`src/rtl/conv_code_pkg.sv`:
```
// Shared definitions for the rate-1/2, K=3 (7,5 octal) convolutional code.
// Used by both the encoder and the hard-decision Viterbi decoder.
package conv_code_pkg;

  localparam int K       = 3;
  localparam int NSTATES = 4;
  localparam logic [K-1:0] G0 = 3'b111;
  localparam logic [K-1:0] G1 = 3'b101;

  // state = {u[n-1], u[n-2]}; returns {c0, c1} for input bit u leaving that state
  function automatic logic [1:0] exp_sym(input logic [1:0] state, input logic u);
    logic [K-1:0] taps;
    taps = {u, state};
    return {^(taps & G0), ^(taps & G1)};
  endfunction

  function automatic logic [1:0] hamming2(input logic [1:0] a, input logic [1:0] b);
    logic [1:0] diff;
    diff = a ^ b;
    return {diff[1] & diff[0], diff[1] ^ diff[0]};
  endfunction

endpackage

```
`src/rtl/viterbi_acs.sv`:
```
// Add-compare-select for one trellis state: picks the cheaper of two incoming
// branches (ties go to predecessor 0) and reports which one won.
module viterbi_acs #(
  parameter int PM_W = 6
) (
  input  logic [PM_W-1:0] pm0_i,
  input  logic [1:0]      bm0_i,
  input  logic [PM_W-1:0] pm1_i,
  input  logic [1:0]      bm1_i,
  output logic [PM_W-1:0] pm_o,
  output logic            dec_o
);

  logic [PM_W:0] sum0_s;
  logic [PM_W:0] sum1_s;
  logic [PM_W:0] win_s;

  assign sum0_s = {1'b0, pm0_i} + {{(PM_W-1){1'b0}}, bm0_i};
  assign sum1_s = {1'b0, pm1_i} + {{(PM_W-1){1'b0}}, bm1_i};

  // compare and select the surviving branch
  always_comb begin
    if (sum1_s < sum0_s) begin
      dec_o = 1'b1;
      win_s = sum1_s;
    end else begin
      dec_o = 1'b0;
      win_s = sum0_s;
    end
  end

  // the metric spread of this code keeps sums in range; clamp rather than wrap just in case
  assign pm_o = win_s[PM_W] ? {PM_W{1'b1}} : win_s[PM_W-1:0];

endmodule

```
`src/rtl/viterbi_hard_decoder.sv`:
```
// Hard-decision Viterbi decoder, 4 states, register-exchange survivors,
// one symbol per clock, registered outputs one cycle after the accepting edge.
module viterbi_hard_decoder
  import conv_code_pkg::*;
#(
  parameter int TB_DEPTH = 16,
  parameter int PM_W     = 6,
  parameter int ERR_W    = 16
) (
  input  logic             clk20M_sig,
  input  logic             reset_sig,
  input  logic             sync_clr,
  input  logic             in_valid,
  input  logic [1:0]       in_sym,
  output logic             Dx_oe,
  output logic             decode_sig,
  output logic             error,
  output logic [ERR_W-1:0] err_cnt
);

  localparam int CNT_W = $clog2(TB_DEPTH + 1);
  localparam logic [PM_W-1:0]  PM_INIT   = {2'b01, {(PM_W-2){1'b0}}};
  localparam logic [PM_W-1:0]  PM_HALF   = {1'b1, {(PM_W-1){1'b0}}};
  localparam logic [CNT_W-1:0] FILL_MAX  = CNT_W'(TB_DEPTH);
  localparam logic [CNT_W-1:0] FILL_LAST = CNT_W'(TB_DEPTH - 1);

  logic [PM_W-1:0]     pm_q      [NSTATES];
  logic [PM_W-1:0]     pm_d      [NSTATES];
  logic [PM_W-1:0]     acs_pm_s  [NSTATES];
  // the oldest survivor bit is only ever consumed as output, so it is never stored
  logic [TB_DEPTH-2:0] sv_q      [NSTATES];
  logic [TB_DEPTH-2:0] sv_d      [NSTATES];
  logic [TB_DEPTH-1:0] sv_ext_s  [NSTATES];
  logic [1:0]          bm_win_s  [NSTATES];
  logic [NSTATES-1:0]  dec_s;
  logic                norm_s;
  logic [1:0]          min_s;

  logic [CNT_W-1:0] fill_q, fill_d;
  logic             dx_oe_q, dx_oe_d;
  logic             dec_bit_q, dec_bit_d;
  logic             error_q, error_d;
  logic [ERR_W-1:0] err_cnt_q, err_cnt_d;

  for (genvar g = 0; g < NSTATES; g++) begin : g_state
    localparam logic [1:0] NS = 2'(g);
    localparam logic [1:0] P0 = {NS[0], 1'b0};
    localparam logic [1:0] P1 = {NS[0], 1'b1};
    localparam logic       U  = NS[1];

    logic [1:0] bm0_s;
    logic [1:0] bm1_s;

    assign bm0_s = hamming2(in_sym, exp_sym(P0, U));
    assign bm1_s = hamming2(in_sym, exp_sym(P1, U));

    viterbi_acs #(.PM_W(PM_W)) u_acs (
      .pm0_i (pm_q[P0]),
      .bm0_i (bm0_s),
      .pm1_i (pm_q[P1]),
      .bm1_i (bm1_s),
      .pm_o  (acs_pm_s[g]),
      .dec_o (dec_s[g])
    );

    assign bm_win_s[g] = dec_s[g] ? bm1_s : bm0_s;
    assign sv_ext_s[g] = dec_s[g] ? {sv_q[P1], U} : {sv_q[P0], U};
  end

  // normalisation trigger and lowest-index best state
  always_comb begin
    norm_s = 1'b1;
    min_s  = 2'b00;
    for (int i = 0; i < NSTATES; i++) begin
      norm_s = norm_s & acs_pm_s[i][PM_W-1];
      min_s  = (acs_pm_s[i] < acs_pm_s[min_s]) ? 2'(i) : min_s;
    end
  end

  // next-state: frame restart beats a coincident symbol
  always_comb begin
    pm_d      = pm_q;
    sv_d      = sv_q;
    fill_d    = fill_q;
    dx_oe_d   = 1'b0;
    dec_bit_d = dec_bit_q;
    error_d   = 1'b0;
    err_cnt_d = err_cnt_q;
    if (sync_clr) begin
      for (int i = 0; i < NSTATES; i++) begin
        pm_d[i] = (i == 0) ? {PM_W{1'b0}} : PM_INIT;
        sv_d[i] = '0;
      end
      fill_d    = '0;
      dec_bit_d = 1'b0;
      err_cnt_d = '0;
    end else if (in_valid) begin
      for (int i = 0; i < NSTATES; i++) begin
        pm_d[i] = norm_s ? (acs_pm_s[i] - PM_HALF) : acs_pm_s[i];
        sv_d[i] = sv_ext_s[i][TB_DEPTH-2:0];
      end
      fill_d    = (fill_q == FILL_MAX) ? FILL_MAX : (fill_q + CNT_W'(1));
      dx_oe_d   = (fill_q >= FILL_LAST);
      dec_bit_d = sv_ext_s[min_s][TB_DEPTH-1];
      error_d   = (bm_win_s[min_s] != 2'b00);
      err_cnt_d = (error_d && (err_cnt_q != {ERR_W{1'b1}})) ? (err_cnt_q + ERR_W'(1)) : err_cnt_q;
    end else begin
      dec_bit_d = dec_bit_q;
    end
  end

  // state and output registers
  always_ff @(posedge clk20M_sig or posedge reset_sig) begin
    if (reset_sig) begin
      for (int i = 0; i < NSTATES; i++) begin
        pm_q[i] <= (i == 0) ? {PM_W{1'b0}} : PM_INIT;
        sv_q[i] <= '0;
      end
      fill_q    <= '0;
      dx_oe_q   <= 1'b0;
      dec_bit_q <= 1'b0;
      error_q   <= 1'b0;
      err_cnt_q <= '0;
    end else begin
      pm_q      <= pm_d;
      sv_q      <= sv_d;
      fill_q    <= fill_d;
      dx_oe_q   <= dx_oe_d;
      dec_bit_q <= dec_bit_d;
      error_q   <= error_d;
      err_cnt_q <= err_cnt_d;
    end
  end

  assign Dx_oe      = dx_oe_q;
  assign decode_sig = dec_bit_q;
  assign error      = error_q;
  assign err_cnt    = err_cnt_q;

endmodule
```
`config.mk`:
```
export PLATFORM = sky130hd
export DESIGN_NAME = viterbi_hard_decoder
export DESIGN_NICKNAME = d
export VERILOG_FILES = /design/src/rtl/conv_code_pkg.sv /design/src/rtl/viterbi_acs.sv /design/src/rtl/viterbi_hard_decoder.sv
export SDC_FILE = /design/constraint.sdc
export NUM_CORES = 1
export LEC_CHECK = 0
export ABC_AREA = 1
export BUFFER_PORTS_ARGS = -buffer_cell sky130_fd_sc_hd__buf_4
export CORE_UTILIZATION = 25
export DETAILED_ROUTE_END_ITERATION = 6
export SLEW_MARGIN = 0
export SYNTH_ARGS = -nofsm -noshare
export SYNTH_HDL_FRONTEND = slang
export SYNTH_SLANG_ARGS = --single-unit
```
`constraint.sdc`:
```
create_clock -name clk20M_sig -period 6.53 [get_ports clk20M_sig]
set_input_delay 0.653 -clock clk20M_sig [delete_from_list [all_inputs] [get_ports clk20M_sig]]
set_output_delay 0.653 -clock clk20M_sig [all_outputs]
set_load 0.01 [all_outputs]
```
==> results.sh, run 1 <==
export IMPL_outcome="complete, but fails checks"
export IMPL_violations="setup timing"
export IMPL_ant_nets=0
export IMPL_finalHoldViolCount=0
export IMPL_async_reset_ff_share_pct=100.0
export IMPL_path_class="in -> reg"
export IMPL_num_rows=62
export IMPL_final_area_sq_mm=0.009432
export IMPL_synth_area_per_cell_sq_um=7.219
export IMPL_critPathMaxFanout=5
export IMPL_portBuffers=24
export IMPL_slowest_stage="ha_1"
export IMPL_routed_via_density=4.564
export IMPL_cts_sinks=102
export IMPL_worst_pin_slew_ns=0.9071
export IMPL_first_iter_violations=474
export IMPL_yosys_area_top_type="dfrtp_1"
export IMPL_fillCellCount=3046
export IMPL_ys_flop_type="dfrtp_1"
export IMPL_max_freq_mhz=145.3
export IMPL_arrival_ns=7.17
export IMPL_core_region_area_sq_mm=0.02878
export IMPL_h_tree_depth=3
export IMPL_numCtsBuffers=9
export IMPL_slew_headroom_pct=39.46
export IMPL_finalCritPeriodShare_pct=105.4
export IMPL_num_nets_final=1207
export IMPL_multiInputGateArea_sq_mm=0.004472
export IMPL_diodes=0
export IMPL_yosysTopAreaCellShare_pct=33.74
export IMPL_dp_hpwl_um=14760
export IMPL_ys_types=41
export IMPL_initial_core_util_pct=25.51
export IMPL_clock_skew_ns=0.01025
export IMPL_final_common_cell="nand2_1"
export IMPL_ios=25
export IMPL_cts_hold_buf=0
export IMPL_critPathMostFrequentCell="nand2_2"
export IMPL_worstSkewPairLatency_ns=0.37
export IMPL_clockBufferDepth=2
export IMPL_hold_slack_ns=0.3015
export IMPL_seq_area_frac_synth_pct=34.82
export IMPL_end_kind="flop"
export IMPL_slew_viol_final=0
export IMPL_die_y_um=173.4
export IMPL_drc=0
export IMPL_grt_pass1_wl_um=34600
export IMPL_worstSetupStartpointType="input pin"
export IMPL_syn_area_sq_mm=0.007342
export IMPL_grt_max_degree=66
export IMPL_grt_usage_pct=14.10
export IMPL_synth_edf_count=0
export IMPL_synth_fp_nets=1087
export IMPL_drt_pass1_iter_count=5
export IMPL_clockRootBuffer="clkbuf_16"
export IMPL_dieWidth_um=173.4
export IMPL_hp_class="in -> async"
export IMPL_ys_warn_count=0
export IMPL_antenna_found_initial=0
export IMPL_finalSetupViolCount=18
export IMPL_vias=6965
export IMPL_slowest_delay_ns=0.38
export IMPL_synthTopCellsByArea="dfrtp_1 34%, nand2_1 13%, ha_1 11%"
export IMPL_post_route_cells_drive_above_1_share_pct=21.89
export IMPL_syn2layout_area_growth_pct=28.46
export IMPL_rr_worst_depth=46
export IMPL_startpoint="in_sym[1]"
export IMPL_layout_common_cells="241 x nand2_1, 136 x buf_4, 132 x o21ai_0"
export IMPL_overflow=0
export IMPL_seq_area_sq_mm=0.002556
export IMPL_period_minus_slack_ns=6.881
export IMPL_setup_ws_ns=-0.3515
export IMPL_detail_route_wirelength_um=20660
export IMPL_path_clk_slew_ns=0.08
export IMPL_routedWlPerCell_um=13.54
export IMPL_cts_tree="built"
export IMPL_ys_ff_latch=102
export IMPL_grt_pass1_vias=6868
export IMPL_dieArea_sq_mm=0.03006
export IMPL_place_gp_congestion=0.8947
export IMPL_rsz0062_at_grt="true"
export IMPL_r2r_start="pm_q[13]"
export IMPL_crit_required_ns=6.82
export IMPL_placed_cell_area_sq_mm=0.008712
export IMPL_synth_cells=1017
export IMPL_max_cap_violations=0
[stage by stage]
stage	setup WS [ns]	util, %	std cells	TNS (ns)
final	-0.3515	32.77	1526	-5.128
after global routing	-0.8595	32.77	1526	-14.10
after detailed placement	-0.8820	30.27	1483	-15.10
after floorplan	-0.2484	-	1017	-3.237
after CTS	-0.1474	32.41	1523	-1.701
after global placement	-0.6784	30.27	1483	-11.46
[cell type report]
type / count / share of cell area, %
Clock buffer: 10 / 2.428
Clock inverter: 6 / 0.6368
Inverter: 125 / 5.121
Multi-Input combinational cell: 754 / 47.41
Sequential cell: 102 / 27.10
Tap cell: 384 / 5.094
Timing Repair Buffer: 145 / 12.20
[state kept, by name, summed over array words and instances, names as in the netlist]
name        cells
Dx_oe           1
decode_sig      1
err_cnt        16
error           1
fill_q          5
pm_q           24
sv_q           54
[layer usage]
| layer | track usage, % | wire, um | part of all wire, % |
|---|---|---|---|
| met5 | 0 | 0 | 0 |
| met4 | 2.434 | 144 | 0.70 |
| met3 | 2.478 | 744 | 3.6 |
| met2 | 23.71 | 9688 | 47 |
| met1 | 19.04 | 10080 | 49 |
[cells by family after synthesis]
family	count (synthesis)	synth area share, %
simple gates	438	25.20
buf+inv	163	8.555
xor+xnor	38	4.533
mux	1	0.1363
flops	102	34.82
fa+ha+maj	64	10.91
compound gates	211	15.85
[timing repair]
item / CTS / global route
gates resized for setup: 39 / 18
pin swaps: 28 / 9
endpoints found under the hold margin: 0 / 0
setup buffers: 21 / 3
setup endpoints to repair: 18 / 18
gates cloned: 3 / 0
[critical path, delay by kind of cell]
kind | cells | cell delay, ns
fa+ha+maj | 7 | 1.91
compound gates | 10 | 1.60
buf+inv | 9 | 0.95
simple gates | 21 | 1.86
xor+xnor | 1 | 0.17
[cells in the mapped netlist (2+ instances only)]
cell,count
nand2_1,250
o21ai_0,137
nor2_1,122
inv_1,120
dfrtp_1,99
ha_1,64
xor2_1,37
a21oi_1,30
clkbuf_1,30
nand3_1,21
o22ai_1,15
nand4_1,12
nand2_2,11
a211oi_1,8
nand4_2,8
o211ai_1,8
nor3_1,6
buf_2,4
inv_2,4
dfstp_2,3
o21a_1,3
a21oi_4,2
a31oi_1,2
buf_1,2
nand3_2,2
nor3_2,2
[final timing paths]
| kind | to | slack (ns) |
|---|---|---|
| max | err_cnt[12] | -0.35 |
| min | err_cnt[2] | 0.30 |
| max reg2reg | err_cnt[12] | -0.01 |
| min reg2reg | sv_q[1] | 0.50 |
| max in group asynchronous | sv_q[36] | 4.95 |
| min in group clk20M_sig | sv_q[1] | 0.50 |
Power of run 1 is not shown: default switching activity piles up to over one toggle a cycle in this logic, so the estimate is an artifact.
==> run 2: changes to the inputs <==
--- a/config.mk
+++ b/config.mk
@@ -5,7 +5,6 @@
 export SDC_FILE = /design/constraint.sdc
 export NUM_CORES = 1
 export LEC_CHECK = 0
-export ABC_AREA = 1
 export BUFFER_PORTS_ARGS = -buffer_cell sky130_fd_sc_hd__buf_4
 export CORE_UTILIZATION = 25
 export DETAILED_ROUTE_END_ITERATION = 6
==> results.sh, run 2 <==
export IMPL_arrival_ns=8.31
export IMPL_crit_cells=45
export IMPL_place_gp_congestion=0.9151
export IMPL_num_nets_final=1147
export IMPL_drt_pass1_iter_count=5
export IMPL_violations="setup timing"
export IMPL_ant_nets=0
export IMPL_slowest_delay_ns=0.50
export IMPL_post_route_cells_drive_above_1_share_pct=32.53
export IMPL_rr_worst_depth=41
export IMPL_initial_core_util_pct=25.38
export IMPL_critPathMaxFanout=8
export IMPL_cts_sinks=102
export IMPL_die_y_um=178.0
export IMPL_ios=25
export IMPL_critPathTopFamily="compound AO/OA/AOI/OAI gates"
export IMPL_max_freq_mhz=124.4
export IMPL_crit_end="err_cnt[14]"
export IMPL_grt_max_degree=114
export IMPL_synth_fp_nets=964
export IMPL_place_ws_ns=-2.161
export IMPL_path_clk_slew_ns=0.07
export IMPL_critPathMostFrequentCell="a21oi_2"
export IMPL_antenna_found_initial=0
export IMPL_routedWlPerCell_um=14.73
export IMPL_first_iter_violations=453
export IMPL_slew_viol_final=0
export IMPL_slowest_stage="or4_1"
export IMPL_hp_class="in -> async"
export IMPL_rsz0062_at_grt="true"
export IMPL_grt_busiest_layer="met2"
export IMPL_finalCritPeriodShare_pct=123.1
export IMPL_netlist_top_cells_count="127 x nor2_1, 99 x dfrtp_1, 78 x nand2_1"
export IMPL_routed_via_density=4.855
export IMPL_syn2layout_area_growth_pct=38.34
export IMPL_largest_reg_flops=54
export IMPL_numCtsBuffers=9
export IMPL_syn_area_sq_mm=0.007744
export IMPL_vias=7175
export IMPL_max_cap_violations=0
export IMPL_portBuffers=24
export IMPL_ys_ff_latch=102
export IMPL_clock_skew_ns=0.01199
export IMPL_clockBufferDepth=2
export IMPL_drc=0
export IMPL_regMostFlops="sv_q"
export IMPL_grt_pass1_vias=7092
export IMPL_r2r_end="err_cnt[14]"
export IMPL_slew_headroom_pct=25.51
export IMPL_yosysTopAreaCellShare_pct=31.99
export IMPL_layout_common_cells="218 x buf_4, 122 x nor2_1, 99 x dfrtp_1"
export IMPL_met2_usage_pct=24.34
export IMPL_dp_hpwl_um=15290
export IMPL_cts_hold_buf=0
export IMPL_clockRootBuffer="clkbuf_16"
export IMPL_r2r_setup_slack_ns=-1.13
export IMPL_diodes=0
export IMPL_async_reset_ff_share_pct=100.0
export IMPL_seq_area_frac_synth_pct=33.01
export IMPL_overflow=0
export IMPL_end_kind="flop"
export IMPL_outcome="complete, but fails checks"
export IMPL_h_tree_depth=3
export IMPL_worstSkewPairLatency_ns=0.36
export IMPL_ys_types=66
export IMPL_ys_warn_count=0
export IMPL_ys_flop_type="dfrtp_1"
export IMPL_grt_pass1_wl_um=36030
export IMPL_dieWidth_um=178.0
export IMPL_grt_usage_pct=14.18
export IMPL_grtUsageMet3_pct=2.259
export IMPL_setup_ws_ns=-1.512
export IMPL_synth_cells=894
export IMPL_path_class="in -> reg"
export IMPL_detail_route_wirelength_um=21770
export IMPL_finalSetupViolCount=18
export IMPL_crit_required_ns=6.80
export IMPL_cts_tree="built"
export IMPL_synth_area_per_cell_sq_um=8.662
export IMPL_startpoint="in_sym[0]"
export IMPL_r2r_start="pm_q[0]"
export IMPL_crit_buf_inv=9
export IMPL_synth_edf_count=0
export IMPL_met1_usage_pct=18.03
export IMPL_num_rows=64
export IMPL_synthTopCellsByArea="dfrtp_1 32%, ha_1 10%, mux2i_1 7.8%"
export IMPL_finalHoldViolCount=0
export IMPL_yosys_cell_count_top_type="nor2_1"
export IMPL_worst_pin_slew_ns=1.117
export IMPL_worstSetupStartpointType="input pin"
export IMPL_dieArea_sq_mm=0.03168
export IMPL_final_common_cell="buf_4"
export IMPL_yosys_area_top_type="dfrtp_1"
export IMPL_core_region_area_sq_mm=0.03051
export IMPL_period_minus_slack_ns=8.042
## run 2: cell types whose count changed after synthesis, moves of 12 or more
cell	previous run	this run
nor2b_1	0	23
inv_1	120	27
and3_1	1	16
nand2_1	250	78
a311oi_1	1	13
o21ai_0	137	29
o22ai_1	15	1
mux2i_1	1	60
xnor2_1	1	16
a211oi_1	8	45
a21oi_1	30	52
## run 2: final cells by class
cell class	instances	area [sq um]
clock buffers	9	225.2
clock inverters	7	95.09
fillers	3047	19800
inverters	27	113.9
multi-input cells	706	5381
flip-flops and latches	102	2556
well taps	396	495.5
repair buffers	231	1846
## run 2: repair_timing
item,4_1_cts,5_1_grt
endpoints found under the setup margin,18,18
buffers inserted,22,4
gates cloned,2,2
pin swaps,21,6
resized for setup,64,20
## run 2: logic make-up after synthesis
family | Yosys count | synth area share [%]
compound gates | 200 | 18.29
mux | 66 | 8.628
fa+ha+maj | 64 | 10.34
simple gates | 334 | 20.42
flops | 102 | 33.01
xor+xnor | 42 | 4.750
buf+inv | 86 | 4.556
## run 2: metrics by stage
stage / cells / setup TNS [ns] / util, % / cell area, sq um / hold slack [ns]
after floorplan: 894 / -25.17 / - / 7976 / 0.4660
after global placement: 1434 / -34.15 / 31.89 / 9729 / 0.4796
after detailed placement: 1434 / -37.19 / 31.89 / 9729 / 0.4972
after CTS: 1472 / -23.78 / 34.61 / 10560 / 0.3250
after global routing: 1478 / -33.22 / 35.11 / 10710 / 0.3374
final: 1478 / -25.48 / 35.11 / 10710 / 0.3120
## run 2: worst min-delay path by stage
stage	endpoint	slack, ns	cells after the start	startpoint
floorplan	sv_q[0]	0.47	2	sv_q[0]
global placement	sv_q[0]	0.48	2	sv_q[0]
detailed placement	decode_sig	0.50	2	decode_sig
CTS	err_cnt[0]	0.32	2	reset_sig
global route	err_cnt[1]	0.34	2	reset_sig
finish	err_cnt[2]	0.31	2	reset_sig
## run 2: routing by layer
| layer | vias up | wire length, um | part of all wire (%) |
|---|---|---|---|
| met4 | 0 | 537 | 2.5 |
| li1 | 3552 | - | - |
| met5 | - | 0 | 0 |
| met1 | 3486 | 9895 | 45 |
| met2 | 100 | 10710 | 49 |
| met3 | 37 | 632 | 2.9 |
Power of run 2 is left out for the same reason.
